===== src/rtl/run_controller.sv =====
// run_controller: launches a core by holding it in reset for a fixed number
// of cycles, lets it run against a cycle budget, and snoops its data-memory
// port for the termination ("tohost") store. The run ends on that store or
// when the budget runs out.
//
// Optional feature: define RUN_CONTROLLER_STORE_COUNT_EN to count the core's
// stores during RUN. Without it, store_count is tied to zero.
//
// state | meaning
// ------+-----------------------------------------------------------
// IDLE  | core held in reset, waiting for start
// HOLD  | core held in reset for RESET_CYCLES cycles, results cleared
// RUN   | core released, cycle budget counting, stores snooped
// DONE  | core held in reset, results frozen until the next start

module run_controller #(
  parameter int unsigned       RESET_CYCLES = 5,
  parameter int unsigned       MAX_CYCLES   = 120,
  parameter int unsigned       ADDR_W       = 6,
  parameter int unsigned       DATA_W       = 64,
  parameter logic [ADDR_W-1:0] TOHOST_ADDR  = 6'h3F
) (
  input  logic              clk,
  input  logic              rst_n,
  input  logic              start,
  input  logic              d_mem_we,
  input  logic [ADDR_W-1:0] d_mem_addr,
  input  logic [DATA_W-1:0] d_mem_data,
  output logic              core_rst_n,
  output logic              running,
  output logic              done,
  output logic              pass,
  output logic              timeout,
  output logic [31:0]       cycle_count,
  output logic [DATA_W-1:0] result,
  output logic [15:0]       store_count
);

  // RESET_CYCLES of 0 or 1 both give a single HOLD cycle.
  localparam int HOLD_W = (RESET_CYCLES < 1) ? 1 : $clog2(RESET_CYCLES + 1);

  typedef enum logic [1:0] {
    S_IDLE = 2'd0,
    S_HOLD = 2'd1,
    S_RUN  = 2'd2,
    S_DONE = 2'd3
  } state_t;

  state_t              r_state;
  state_t              w_state_nxt;
  logic [HOLD_W-1:0]   r_hold_cnt;
  logic [31:0]         r_budget;
  logic                r_core_rst_n;
  logic                r_running;
  logic                r_done;
  logic                r_pass;
  logic                r_timeout;
  logic [31:0]         r_cycle_count;
  logic [DATA_W-1:0]   r_result;

  logic                w_enter_hold;
  logic                w_hold_tc;
  logic                w_budget_tc;
  logic                w_tohost;
  logic                w_in_run;

  assign w_in_run  = (r_state == S_RUN);
  assign w_tohost  = d_mem_we && (d_mem_addr == TOHOST_ADDR);
  assign w_hold_tc = (r_hold_cnt <= HOLD_W'(1));
  // Budget is a down-counter loaded with MAX_CYCLES-1; zero marks the last
  // RUN cycle.
  assign w_budget_tc = (r_budget == 32'd0);

  // Next-state decode; start only matters in IDLE and DONE.
  always_comb begin
    w_state_nxt  = r_state;
    w_enter_hold = 1'b0;
    case (r_state)
      S_IDLE: begin
        if (start) begin
          w_state_nxt  = S_HOLD;
          w_enter_hold = 1'b1;
        end
      end
      S_HOLD: begin
        if (w_hold_tc) begin
          w_state_nxt = S_RUN;
        end
      end
      S_RUN: begin
        if (w_tohost || w_budget_tc) begin
          w_state_nxt = S_DONE;
        end
      end
      S_DONE: begin
        if (start) begin
          w_state_nxt  = S_HOLD;
          w_enter_hold = 1'b1;
        end
      end
      default: begin
        w_state_nxt = S_IDLE;
      end
    endcase
  end

  // State register.
  always_ff @(posedge clk or negedge rst_n) begin
    if (!rst_n) begin
      r_state <= S_IDLE;
    end else begin
      r_state <= w_state_nxt;
    end
  end

  // HOLD duration timer, reloaded on every launch.
  always_ff @(posedge clk or negedge rst_n) begin
    if (!rst_n) begin
      r_hold_cnt <= '0;
    end else if (w_enter_hold) begin
      r_hold_cnt <= HOLD_W'(RESET_CYCLES);
    end else if ((r_state == S_HOLD) && !w_hold_tc) begin
      r_hold_cnt <= r_hold_cnt - HOLD_W'(1);
    end
  end

  // RUN budget timer, reloaded on every launch.
  always_ff @(posedge clk or negedge rst_n) begin
    if (!rst_n) begin
      r_budget <= '0;
    end else if (w_enter_hold) begin
      r_budget <= 32'(MAX_CYCLES - 1);
    end else if (w_in_run && !w_budget_tc) begin
      r_budget <= r_budget - 32'd1;
    end
  end

  // Status flags registered from the next state so they line up with it.
  always_ff @(posedge clk or negedge rst_n) begin
    if (!rst_n) begin
      r_core_rst_n <= 1'b0;
      r_running    <= 1'b0;
      r_done       <= 1'b0;
    end else begin
      r_core_rst_n <= (w_state_nxt == S_RUN);
      r_running    <= (w_state_nxt == S_RUN);
      r_done       <= (w_state_nxt == S_DONE);
    end
  end

  // Run results: cleared at launch, updated only in RUN, frozen otherwise.
  // A tohost store on the last budget cycle takes priority over timeout.
  always_ff @(posedge clk or negedge rst_n) begin
    if (!rst_n) begin
      r_pass        <= 1'b0;
      r_timeout     <= 1'b0;
      r_cycle_count <= '0;
      r_result      <= '0;
    end else if (w_enter_hold) begin
      r_pass        <= 1'b0;
      r_timeout     <= 1'b0;
      r_cycle_count <= '0;
      r_result      <= '0;
    end else if (w_in_run) begin
      if (r_cycle_count != 32'hFFFF_FFFF) begin
        r_cycle_count <= r_cycle_count + 32'd1;
      end
      if (w_tohost) begin
        r_result  <= d_mem_data;
        r_pass    <= (d_mem_data == DATA_W'(1));
        r_timeout <= 1'b0;
      end else if (w_budget_tc) begin
        r_pass    <= 1'b0;
        r_timeout <= 1'b1;
      end
    end
  end

`ifdef RUN_CONTROLLER_STORE_COUNT_EN
  logic [15:0] r_store_count;

  // Count every core store seen during RUN, tohost included, saturating.
  always_ff @(posedge clk or negedge rst_n) begin
    if (!rst_n) begin
      r_store_count <= '0;
    end else if (w_enter_hold) begin
      r_store_count <= '0;
    end else if (w_in_run && d_mem_we && (r_store_count != 16'hFFFF)) begin
      r_store_count <= r_store_count + 16'd1;
    end
  end

  assign store_count = r_store_count;
`else
  assign store_count = 16'h0000;
`endif

  assign core_rst_n  = r_core_rst_n;
  assign running     = r_running;
  assign done        = r_done;
  assign pass        = r_pass;
  assign timeout     = r_timeout;
  assign cycle_count = r_cycle_count;
  assign result      = r_result;

endmodule

===== config.mk =====
export PLATFORM = sky130hd
export DESIGN_NAME = run_controller
export DESIGN_NICKNAME = d
export VERILOG_FILES = /design/src/rtl/run_controller.sv
export SDC_FILE = /design/constraint.sdc
export NUM_CORES = 1
export LEC_CHECK = 0
export BUFFER_PORTS_ARGS = -buffer_cell sky130_fd_sc_hd__buf_2
export CORE_MARGIN = 2
export CORE_UTILIZATION = 50
export CTS_CLUSTER_DIAMETER = 50
export DETAILED_ROUTE_END_ITERATION = 16
export PLACE_DENSITY = 0.88
export SYNTH_ARGS = -nofsm -noshare
export SYNTH_HDL_FRONTEND = slang
export SYNTH_SLANG_ARGS = --single-unit

===== constraint.sdc =====
create_clock -name clk -period 6.2 [get_ports clk]
set_input_delay 0.93 -clock clk [delete_from_list [all_inputs] [get_ports clk]]
set_output_delay 0.93 -clock clk [all_outputs]
set_load 0.01 [all_outputs]

==> results.cfg, run 1 <==
[routing]
drc_errors = 0
first_iter_violations = 591
vias = 6623
firstDrtPassIters = 5
totalWireLength_um = 19200
wl_per_cell_um = 17.3
ant_nets = 0
dr_vias_cell = 5.99

[setup_path]
startpoint_type = register
slowest_cell_on_crit_path = or4_1
crit_path_cell_trace = inv_1 > ha_1 > buf_4 > or4bb_1 > nor3_1 > nand4_1 > or4_1 > a21oi_1
critPathArrivalTime_ps = 3300
worst_ep_required_time_ps = 6530
critical_path.max_fanout = 28
cpLargestDelayFamily = simple AND/OR/NAND/NOR gates
cp_slowest_stage_delay_ps = 610
timing_worst_setup_path_type = reg2reg
crit_buf_inv = 2
worst_setup_end_kind = register

[logic_synthesis]
synth_fa_ha_area_frac = 0.0146
synth_compound_area_frac = 0.156
synth_seq_cells = 137
synth.cells.most_frequent = nand2_1 (153), dfrtp_1 (137), a21oi_1 (107), clkbuf_1 (34), o21ai_0 (34)
top_area_cell_type_share_of_the_netlist_area = 0.500
yosysUniqueCellTypes = 57
synth_simple_gate_area_share = 0.263
yosys_warnings = 0
sequential_share_of_the_synthesized_area = 0.500
edff_count_synth = 0
synthMostInstantiatedCell = nand2_1
synth.largest_area_cell = dfrtp_1
synth_area_leaders = dfrtp_1 (50%), nand2_1 (8.4%), a21oi_1 (7.8%)
synth_async_sr_flop_share = 1.00
syn_area_per_cell_um2 = 8.97
synth_xor_xnor_area_share = 0.0128
synth_top_family_by_area = simple AND/OR/NAND/NOR gates
synth_mux_area_frac = 0.00164
synth.cell_area_mm2 = 0.00685
gate_count_after_technology_mapping = 764
synthFlopType = dfrtp_1

[clocking]
tritoncts_num_sinks = 137
cts-buffers-inserted = 17
clock_insertion_delay_worst_skew_ps = 420
holdBufCountCts = 0
post_cts_buffers = 0
post_cts_resize_count = 0
tritoncts = done
reg_clk_slew_reported_paths_ps = 60
cts_buffer_depth = 2
ctsHtreeMaxLevel = 4
clock-root-buffer = clkbuf_16

[cells_and_area]
num_antenna_cells = 0
final_layout_size_suffix_gt1_frac = 0.252
area.growth.synth_to_final_pct = 22.2
fillers = 1036
final_nets = 1000
design_area_mm2 = 0.00838

[floorplanning]
floorplan.io_pins = 191
row_count = 42
fp.dieArea_mm2 = 0.0147
floorplan.die.width_um = 121
core_mm2 = 0.0133
chipHeight_um = 121
initial_utilization = 0.516

[power_and_ir_drop]
cellPowerDensity_mw_per_mm2 = 298
leakage_nw = 3.94
vdd_drop_max_mv = 0.165

[timing]
layout_min_cycle_time_ps = 2980
layout_worst_path_cycle_share = 0.480
fmax_mhz = 336
finalSetupTns_ps = 0
timing_hold_violations_final = 0
setup_viol_count_final = 0
timing_max_transition_violations_final = 0
grt_setup_unrepaired = false
clock_skew_ps = 10.9
worst_pin_slew_ps = 1050
maxSlewHeadroom = 0.303

[place]
routabilityCongestion = 0.951
buffer_ports.inserted = 174
post_detailed_placement_cell_area_mm2 = 0.00778
dp_hpwl_um = 12900

[flow_run]
maxCapViolations = 0

[outcome]
status = complete, no violations

[hold_path]
min_path_type = reg2reg

[global_routing]
wire_length_of_the_first_global_routing_pass_um = 31200
grt_pass1_vias = 6325
largest_net_degree_at_the_start_of_global_routing = 101
grt_remaining_overflow = 0
antenna_found_initial = 0
global_route.usage.total = 0.266
==> cell type report <==
class                           instances  area, µm²  area share
Clock buffer                           18        429      0.0512
Clock inverter                         13        170      0.0203
Inverter                               13       48.8     0.00583
Multi-Input combinational cell        568       3150       0.376
Sequential cell                       137       3430       0.409
Tap cell                              176        220      0.0263
Timing Repair Buffer                  181        930       0.111
==> layer usage <==
metal,vias up,GRT usage,wire (µm)
li1,3033,-,-
met4,0,0.112,558
met1,3218,0.352,7640
met5,-,0,0
met3,43,0.0559,1360
met2,329,0.427,9600
==> worst register-to-register path, delay by kind of cell, from the launching register on <==
family | cells | cell delay (ps)
and+or+nand+nor | 4 | 1730
AOI/OAI and AO/OA | 1 | 150
buffers and inverters | 2 | 390
DFF | 1 | 430
adders and majority gates | 1 | 180
==> logic make-up (layout without fill, tap and decap cells) <==
logic type               Yosys count  count (layout)
flip-flops                       137             137
AO/OA/AOI/OAI                    188             188
adder cells (fa/ha/maj)            8               8
other                              1              16
buffers and inverters             74             225
XOR/XNOR                          10              10
AND/OR/NAND/NOR                  345             345
multiplexers                       1               1
==> stage by stage <==
stage | power (mW) | worst slack, ps | utilization | instances | hold slack [ps]
final | 2.50 | 3220 | 0.630 | 1106 | 516
after global placement | 1.47 | 3230 | 0.585 | 1075 | 497
after floorplan | 1.32 | 3700 | - | 779 | 477
after global routing | 2.61 | 3090 | 0.630 | 1106 | 538
after detailed placement | 1.47 | 3180 | 0.585 | 1075 | 505
after CTS | 2.50 | 3280 | 0.630 | 1106 | 521
==> power breakdown <==
part / total (mW) / switching, mW / leakage, nW / internal, mW
Sequential: 0.980 / 0.0436 / 1.87 / 0.937
Clock: 1.03 / 0.392 / 0.283 / 0.634
Combinational: 0.490 / 0.354 / 1.79 / 0.136
Total: 2.50 / 0.790 / 3.94 / 1.71
==> layout by cell type, fill, tap and decap left out, drive strengths merged, types with 2 or more instances in the layout <==
cell / n
or2: 4
nor4: 29
o21a: 3
inv: 16
o31ai: 13
clkinvlp: 3
xor2: 4
buf: 181
o311ai: 2
nand4: 21
clkbuf: 18
nor3: 4
nand2: 153
or4b: 2
nand3: 19
o21ai: 34
o211ai: 3
and3: 11
nor2: 25
or4: 15
o21bai: 2
a41o: 2
nand2b: 2
ha: 8
dfrtp: 137
or3: 32
clkinv: 4
a21boi: 2
o41ai: 4
a211oi: 3
nor4b: 2
bufinv: 3
and2: 8
conb: 16
a21oi: 107
a31o: 2
xnor2: 6
and4: 12
a31oi: 6
==> sequential cells by signal, summed over array words and instances, names as in the netlist <==
name,cells
result,64
timeout,1
r_hold_cnt,3
done,1
running,1
r_budget,32
cycle_count,32
r_state,2
pass,1
==> path summary, 6_finish.rpt <==
| kind | end | cells after the start | slack (ps) | start |
|---|---|---|---|---|
| max | r_budget[30] | 8 | 3220 | r_state[0] |
| min | result[48] | 2 | 520 | result[48] |
| max reg2reg | r_budget[30] | 8 | 3220 | r_state[0] |
| min reg2reg | result[48] | 2 | 520 | result[48] |
| max in group asynchronous | pass | 2 | 4390 | rst_n |
| min in group asynchronous | cycle_count[17] | 1 | 540 | rst_n |
Note: power is estimated with default switching activity, not from simulation.
==> inputs of run 2 (changes only) <==
--- a/config.mk
+++ b/config.mk
@@ -5,9 +5,10 @@
 export SDC_FILE = /design/constraint.sdc
 export NUM_CORES = 1
 export LEC_CHECK = 0
+export ABC_AREA = 1
 export BUFFER_PORTS_ARGS = -buffer_cell sky130_fd_sc_hd__buf_2
 export CORE_MARGIN = 2
-export CORE_UTILIZATION = 50
+export CORE_UTILIZATION = 49
 export CTS_CLUSTER_DIAMETER = 50
 export DETAILED_ROUTE_END_ITERATION = 16
 export PLACE_DENSITY = 0.88
==> constraint.sdc (replaced) <==
create_clock -name clk -period 2.55 [get_ports clk]
set_input_delay 0.3825 -clock clk [delete_from_list [all_inputs] [get_ports clk]]
set_output_delay 0.3825 -clock clk [all_outputs]
set_load 0.01 [all_outputs]
==> run 2 against run 1 <==
Global-route usage fell by 0.31 points. Sequential share of layout area fell by 4.2 points. First-iteration DRC count rose by 21%. Synthesized area rose by 12%. Core utilization fell by 1.8 points. Sequential cell count did not move. Highest routed layer unchanged. Fmax rose by 32%. Largest cell class is now multi-input combinational cells. Critical path type unchanged. Register-to-register slack got worse by 2900 ps. Critical path depth rose by 1. Critical endpoint is now cycle_count[21]. Sequential power rose to 2.7 times the previous value. Clock skew rose by 0.54 ps.
==> results.cfg, run 2 <==
[timing]
finalSetupTns_ps = 0
timing_hold_violations_final = 0
maxSlewHeadroom = 0.234
timing.final.ws_setup_ps = 294
clock_skew_ps = 11.5
setup_viol_count_final = 0
worst_hold_slack_ps = 197
layout_worst_path_cycle_share = 0.885
worst_pin_slew_ps = 1150
timing_max_transition_violations_final = 0
layout_min_cycle_time_ps = 2260
grt_setup_unrepaired = false
fmax_mhz = 443

[floorplanning]
chipHeight_um = 129
floorplan.die.width_um = 129
fp.dieArea_mm2 = 0.0167
floorplan.io_pins = 191
row_count = 45
core_mm2 = 0.0153
initial_utilization = 0.505

[routing]
totalWireLength_um = 21100
dr_vias_cell = 5.27
firstDrtPassIters = 5
route.top_layer_used = met4
routed-wl-met3_um = 1860
route.layer.met1.wl_um = 8640
wl_per_cell_um = 14.3
vias = 7752
ant_nets = 0
drc_errors = 0
met2RoutedLength_um = 10000
first_iter_violations = 716

[setup_path]
worst_setup_end_kind = register
r2r_setup_slack_ps = 290
crit_buf_inv = 1
critical-path-top-cell-by-count = nand2_2
crit_path_cell_trace = ha_1 > nand2_1 > nor2_4 > nand2_2 > nor2_2 > nand3_1 > nand2_2 > buf_12 > o21ai_0
critPathArrivalTime_ps = 2550
cpLargestDelayFamily = simple AND/OR/NAND/NOR gates
worst_r2r_path_depth = 9
slowest_cell_on_crit_path = dfrtp_1
startpoint_type = register
worst_ep_required_time_ps = 2850
r2r-end = cycle_count[21]
cp_slowest_stage_delay_ps = 450
timing_worst_setup_path_type = reg2reg
critical_path.max_fanout = 33
crit-reg2reg-launch = cycle_count[0]

[logic_synthesis]
synth.cell_area_mm2 = 0.00770
synth_seq_cells = 137
synth.cells.most_frequent = nand2_1 (334), nor2_1 (141), dfrtp_1 (137), inv_1 (105), nand3_1 (82)
yosysUniqueCellTypes = 36
gate_count_after_technology_mapping = 1075
sequential_share_of_the_synthesized_area = 0.445
top_area_cell_type_share_of_the_netlist_area = 0.445
yosys_warnings = 0
synth_async_sr_flop_share = 1.00
edff_count_synth = 0
syn_area_per_cell_um2 = 7.17
synth.largest_area_cell = dfrtp_1
synthFlopType = dfrtp_1
synthMostInstantiatedCell = nand2_1
synth_area_leaders = dfrtp_1 (45%), nand2_1 (16%), nor2_1 (6.9%)

[place]
buffer_ports.inserted = 174
routabilityCongestion = 0.974
dp_hpwl_um = 15400
dpl.cell_count = 1439
dp_worst_setup_slack_ps = 341
post_detailed_placement_cell_area_mm2 = 0.00876

[cells_and_area]
final-instance-count-excl-fill = 1472
final_nets = 1330
layout_commonest_cell = nand2_1
fillers = 1331
finish.utilization = 0.612
design_area_mm2 = 0.00934
area.growth.synth_to_final_pct = 21.2
final_layout_size_suffix_gt1_frac = 0.196
largest_register_ffs = 64
num_antenna_cells = 0
layout.cells.most_common_list = nand2_1 (333), buf_2 (173), nor2_1 (141), dfrtp_1 (137), inv_1 (105)

[clocking]
clock-root-buffer = clkbuf_16
clock_insertion_delay_worst_skew_ps = 420
cts_buffer_depth = 2
post_cts_buffers = 0
tritoncts_num_sinks = 137
post_cts_resize_count = 0
cts-buffers-inserted = 17
tritoncts = done
reg_clk_slew_reported_paths_ps = 60
ctsHtreeMaxLevel = 4

[global_routing]
grt_pass1_vias = 7321
antenna_found_initial = 0
grt_remaining_overflow = 0
global_route.usage.total = 0.263
wire_length_of_the_first_global_routing_pass_um = 34800
largest_net_degree_at_the_start_of_global_routing = 86

[hold_path]
min_path_type = in2reg
worst_hold_path.endpoint = result[36]
hold_path_startpoint = d_mem_data[36]
min_path_cells = 3

[flow_run]
maxCapViolations = 0

[power_and_ir_drop]
leakage_nw = 5.13
power.total_mw = 7.67
cellPowerDensity_mw_per_mm2 = 821
vdd_drop_max_mv = 0.532

[outcome]
status = complete, no violations
run 2: cell count changes in the layout (fill, tap and decap cells not counted), sizes merged, moves of 21 or more:
cell   previous run  this run
a21oi           107        34
inv              16       107
nand2           153       339
nand3            19        82
nand4            21        42
nor2             25       148
nor4             29         0
o21ai            34        83
or3              32         0
run 2: repair_timing:
| item | 4_1_cts | 5_1_grt |
|---|---|---|
| endpoints found under the hold margin | 26 | 0 |
| hold buffers | 1 | 0 |
| endpoints found under the setup margin | 0 | 0 |
run 2: final cells by class:
type / instances / area, µm² / area share
clock buffers: 18 / 439 / 0.0470
flip-flops and latches: 137 / 3430 / 0.367
well taps: 211 / 264 / 0.0283
repair buffers: 191 / 1030 / 0.111
clock inverters: 14 / 125 / 0.0134
multi-input cells: 794 / 3650 / 0.391
inverters: 107 / 403 / 0.0431
run 2: kinds of logic after synthesis:
kind of cell               Yosys count  synth area share
and+or+nand+nor                    624             0.342
buffers and inverters              159            0.0919
DFF                                137             0.445
AOI/OAI and AO/OA                  132            0.0919
xor gates and xnor gates            14            0.0159
adders and majority gates            8            0.0130
other                                1          0.000487
run 2: worst min-delay path: stages:
cell	delay, ps
buf_2	90
nand3_1	60
nand2_1	50
run 2: worst max path at each step:
| stage | startpoint | to | slack (ps) | cells after the start |
|---|---|---|---|---|
| after floorplan | cycle_count[0] | cycle_count[13] | 740 | 9 |
| after global placement | cycle_count[0] | cycle_count[16] | 460 | 9 |
| after detailed placement | cycle_count[0] | cycle_count[12] | 340 | 9 |
| after CTS | cycle_count[0] | cycle_count[21] | 320 | 9 |
| after global routing | cycle_count[0] | cycle_count[21] | 30 | 10 |
| final | cycle_count[0] | cycle_count[21] | 290 | 9 |
run 2: per-layer routing:
metal,global-route usage,vias to the layer above
met5,0,-
met4,0.109,0
met3,0.0607,40
met2,0.428,399
met1,0.341,3567
li1,-,3746
run 2: where the power goes:
group	leakage [nW]	switching [mW]	internal (mW)
Combinational	2.98	1.90	0.786
Sequential	1.88	0.235	2.40
Clock	0.272	0.985	1.37
==> inputs of run 3 (changes only) <==
--- a/config.mk
+++ b/config.mk
@@ -11,7 +11,7 @@
 export CORE_UTILIZATION = 49
 export CTS_CLUSTER_DIAMETER = 50
 export DETAILED_ROUTE_END_ITERATION = 16
-export PLACE_DENSITY = 0.88
+export PLACE_DENSITY = 0.77
 export SYNTH_ARGS = -nofsm -noshare
 export SYNTH_HDL_FRONTEND = slang
 export SYNTH_SLANG_ARGS = --single-unit
==> run 3 against run 2 <==
Power rose by 0.23%. Fmax rose by 4.4%. Design area barely moved. Global-route usage barely moved. Non-clock buffer count fell by 2. First-iteration DRC count fell by 29%. Critical path type unchanged. Combinational power fell by 4%. Die area did not move. Worst setup slack improved by 96 ps. Highest routed layer unchanged. Sequential power barely moved. Via count fell by 2.5%. Wire length fell by 1.2%.
==> results.cfg, run 3 (synthesis results as in run 2) <==
[outcome]
status = complete, no violations

[cells_and_area]
num_antenna_cells = 0
largest_register_ffs = 64
fillers = 1397
layout_commonest_cell = nand2_1
finish.utilization = 0.612
design_area_mm2 = 0.00934
final_layout_size_suffix_gt1_frac = 0.195
layout.cells.most_common_list = nand2_1 (333), buf_2 (173), nor2_1 (141), dfrtp_1 (137), inv_1 (105)
area.growth.synth_to_final_pct = 21.2
final-instance-count-excl-fill = 1470
final_nets = 1328

[place]
dpl.cell_count = 1437
post_detailed_placement_cell_area_mm2 = 0.00874
buffer_ports.inserted = 174
dp_worst_setup_slack_ps = 394
routabilityCongestion = 0.945
dp_hpwl_um = 15400

[hold_path]
min_path_type = in2reg

[timing]
maxSlewHeadroom = 0.589
finalSetupTns_ps = 0
grt_setup_unrepaired = false
fmax_mhz = 463
worst_hold_slack_ps = 195
timing.final.ws_setup_ps = 390
timing_hold_violations_final = 0
setup_viol_count_final = 0
layout_worst_path_cycle_share = 0.847
layout_min_cycle_time_ps = 2160
timing_max_transition_violations_final = 0
clock_skew_ps = 11.9
worst_pin_slew_ps = 615

[routing]
firstDrtPassIters = 5
wl_per_cell_um = 14.2
totalWireLength_um = 20900
dr_vias_cell = 5.14
vias = 7558
first_iter_violations = 507
ant_nets = 0
drc_errors = 0

[clocking]
cts_buffer_depth = 2
cts-buffers-inserted = 17
tritoncts_num_sinks = 137
tritoncts = done
ctsHtreeMaxLevel = 4
clock_insertion_delay_worst_skew_ps = 430
reg_clk_slew_reported_paths_ps = 70
holdBufCountCts = 1
post_cts_resize_count = 0
clock-root-buffer = clkbuf_16
post_cts_buffers = 0

[floorplanning]
core_mm2 = 0.0153
floorplan.io_pins = 191
initial_utilization = 0.505
chipHeight_um = 129
floorplan.die.width_um = 129
fp.dieArea_mm2 = 0.0167
row_count = 45

[setup_path]
worst_setup_end_kind = register
timing_worst_setup_path_type = reg2reg
worst_ep_required_time_ps = 2880
critPathArrivalTime_ps = 2490
startpoint_type = register
critical_path.max_fanout = 25

[global_routing]
global_route.usage.total = 0.263
gr-usage-met3 = 0.0479
busiest_layer = met2
grt_pass1_vias = 7030
grt_util_met2 = 0.411
gr-usage-met1 = 0.368
grt_remaining_overflow = 0
wire_length_of_the_first_global_routing_pass_um = 34800
antenna_found_initial = 0
largest_net_degree_at_the_start_of_global_routing = 64

[flow_run]
maxCapViolations = 0

[power_and_ir_drop]
leakage_nw = 5.12
cellPowerDensity_mw_per_mm2 = 823
vdd_drop_max_mv = 0.636
power.total_mw = 7.69
run 3: cell count changes in the layout (fill, tap and decap cells not counted):
cell        previous run  this run
buf_4                 14        13
clkinv_8               0         1
inv_6                  1         5
clkinv_2               5         1
clkinvlp_4             3         4
buf_12                 2         1
clkinv_4               5         0
inv_8                  0         3
run 3: cell type report:
cell class                      instances  area (µm²)  area share
Sequential cell                       137        3430       0.367
Clock buffer                           18         439      0.0470
Clock inverter                         14         154      0.0165
Inverter                              107         403      0.0431
Tap cell                              211         264      0.0283
Timing Repair Buffer                  189        1000       0.108
Multi-Input combinational cell        794        3650       0.390
run 3: routing by layer:
metal,wire (µm),vias up,part of all wire
li1,-,3750,-
met5,0,-,0
met3,1640,35,0.079
met1,9120,3459,0.44
met2,9600,314,0.46
met4,493,0,0.024
run 3: power by group:
part           internal (mW)  total, mW  switching (mW)
Combinational          0.752       2.59            1.83
Clock                   1.41       2.47            1.06
Sequential              2.40       2.63           0.234
run 3: critical path: stages (launching register included):
cell and delay (ps):
dfrtp_1 390, inv_1 60, ha_1 340, nand2_4 220, buf_4 300, nand2_1 420, o21ai_0 340
run 3: worst paths after layout:
path	startpoint	to	slack (ps)	cells after the start
max	r_state[0]	result[6]	390	6
min	d_mem_data[12]	result[12]	190	3
max reg2reg	r_state[0]	result[6]	390	6
min reg2reg	result[17]	result[17]	480	2
max in group asynchronous	rst_n	result[30]	1330	3
min in group asynchronous	rst_n	result[52]	440	2
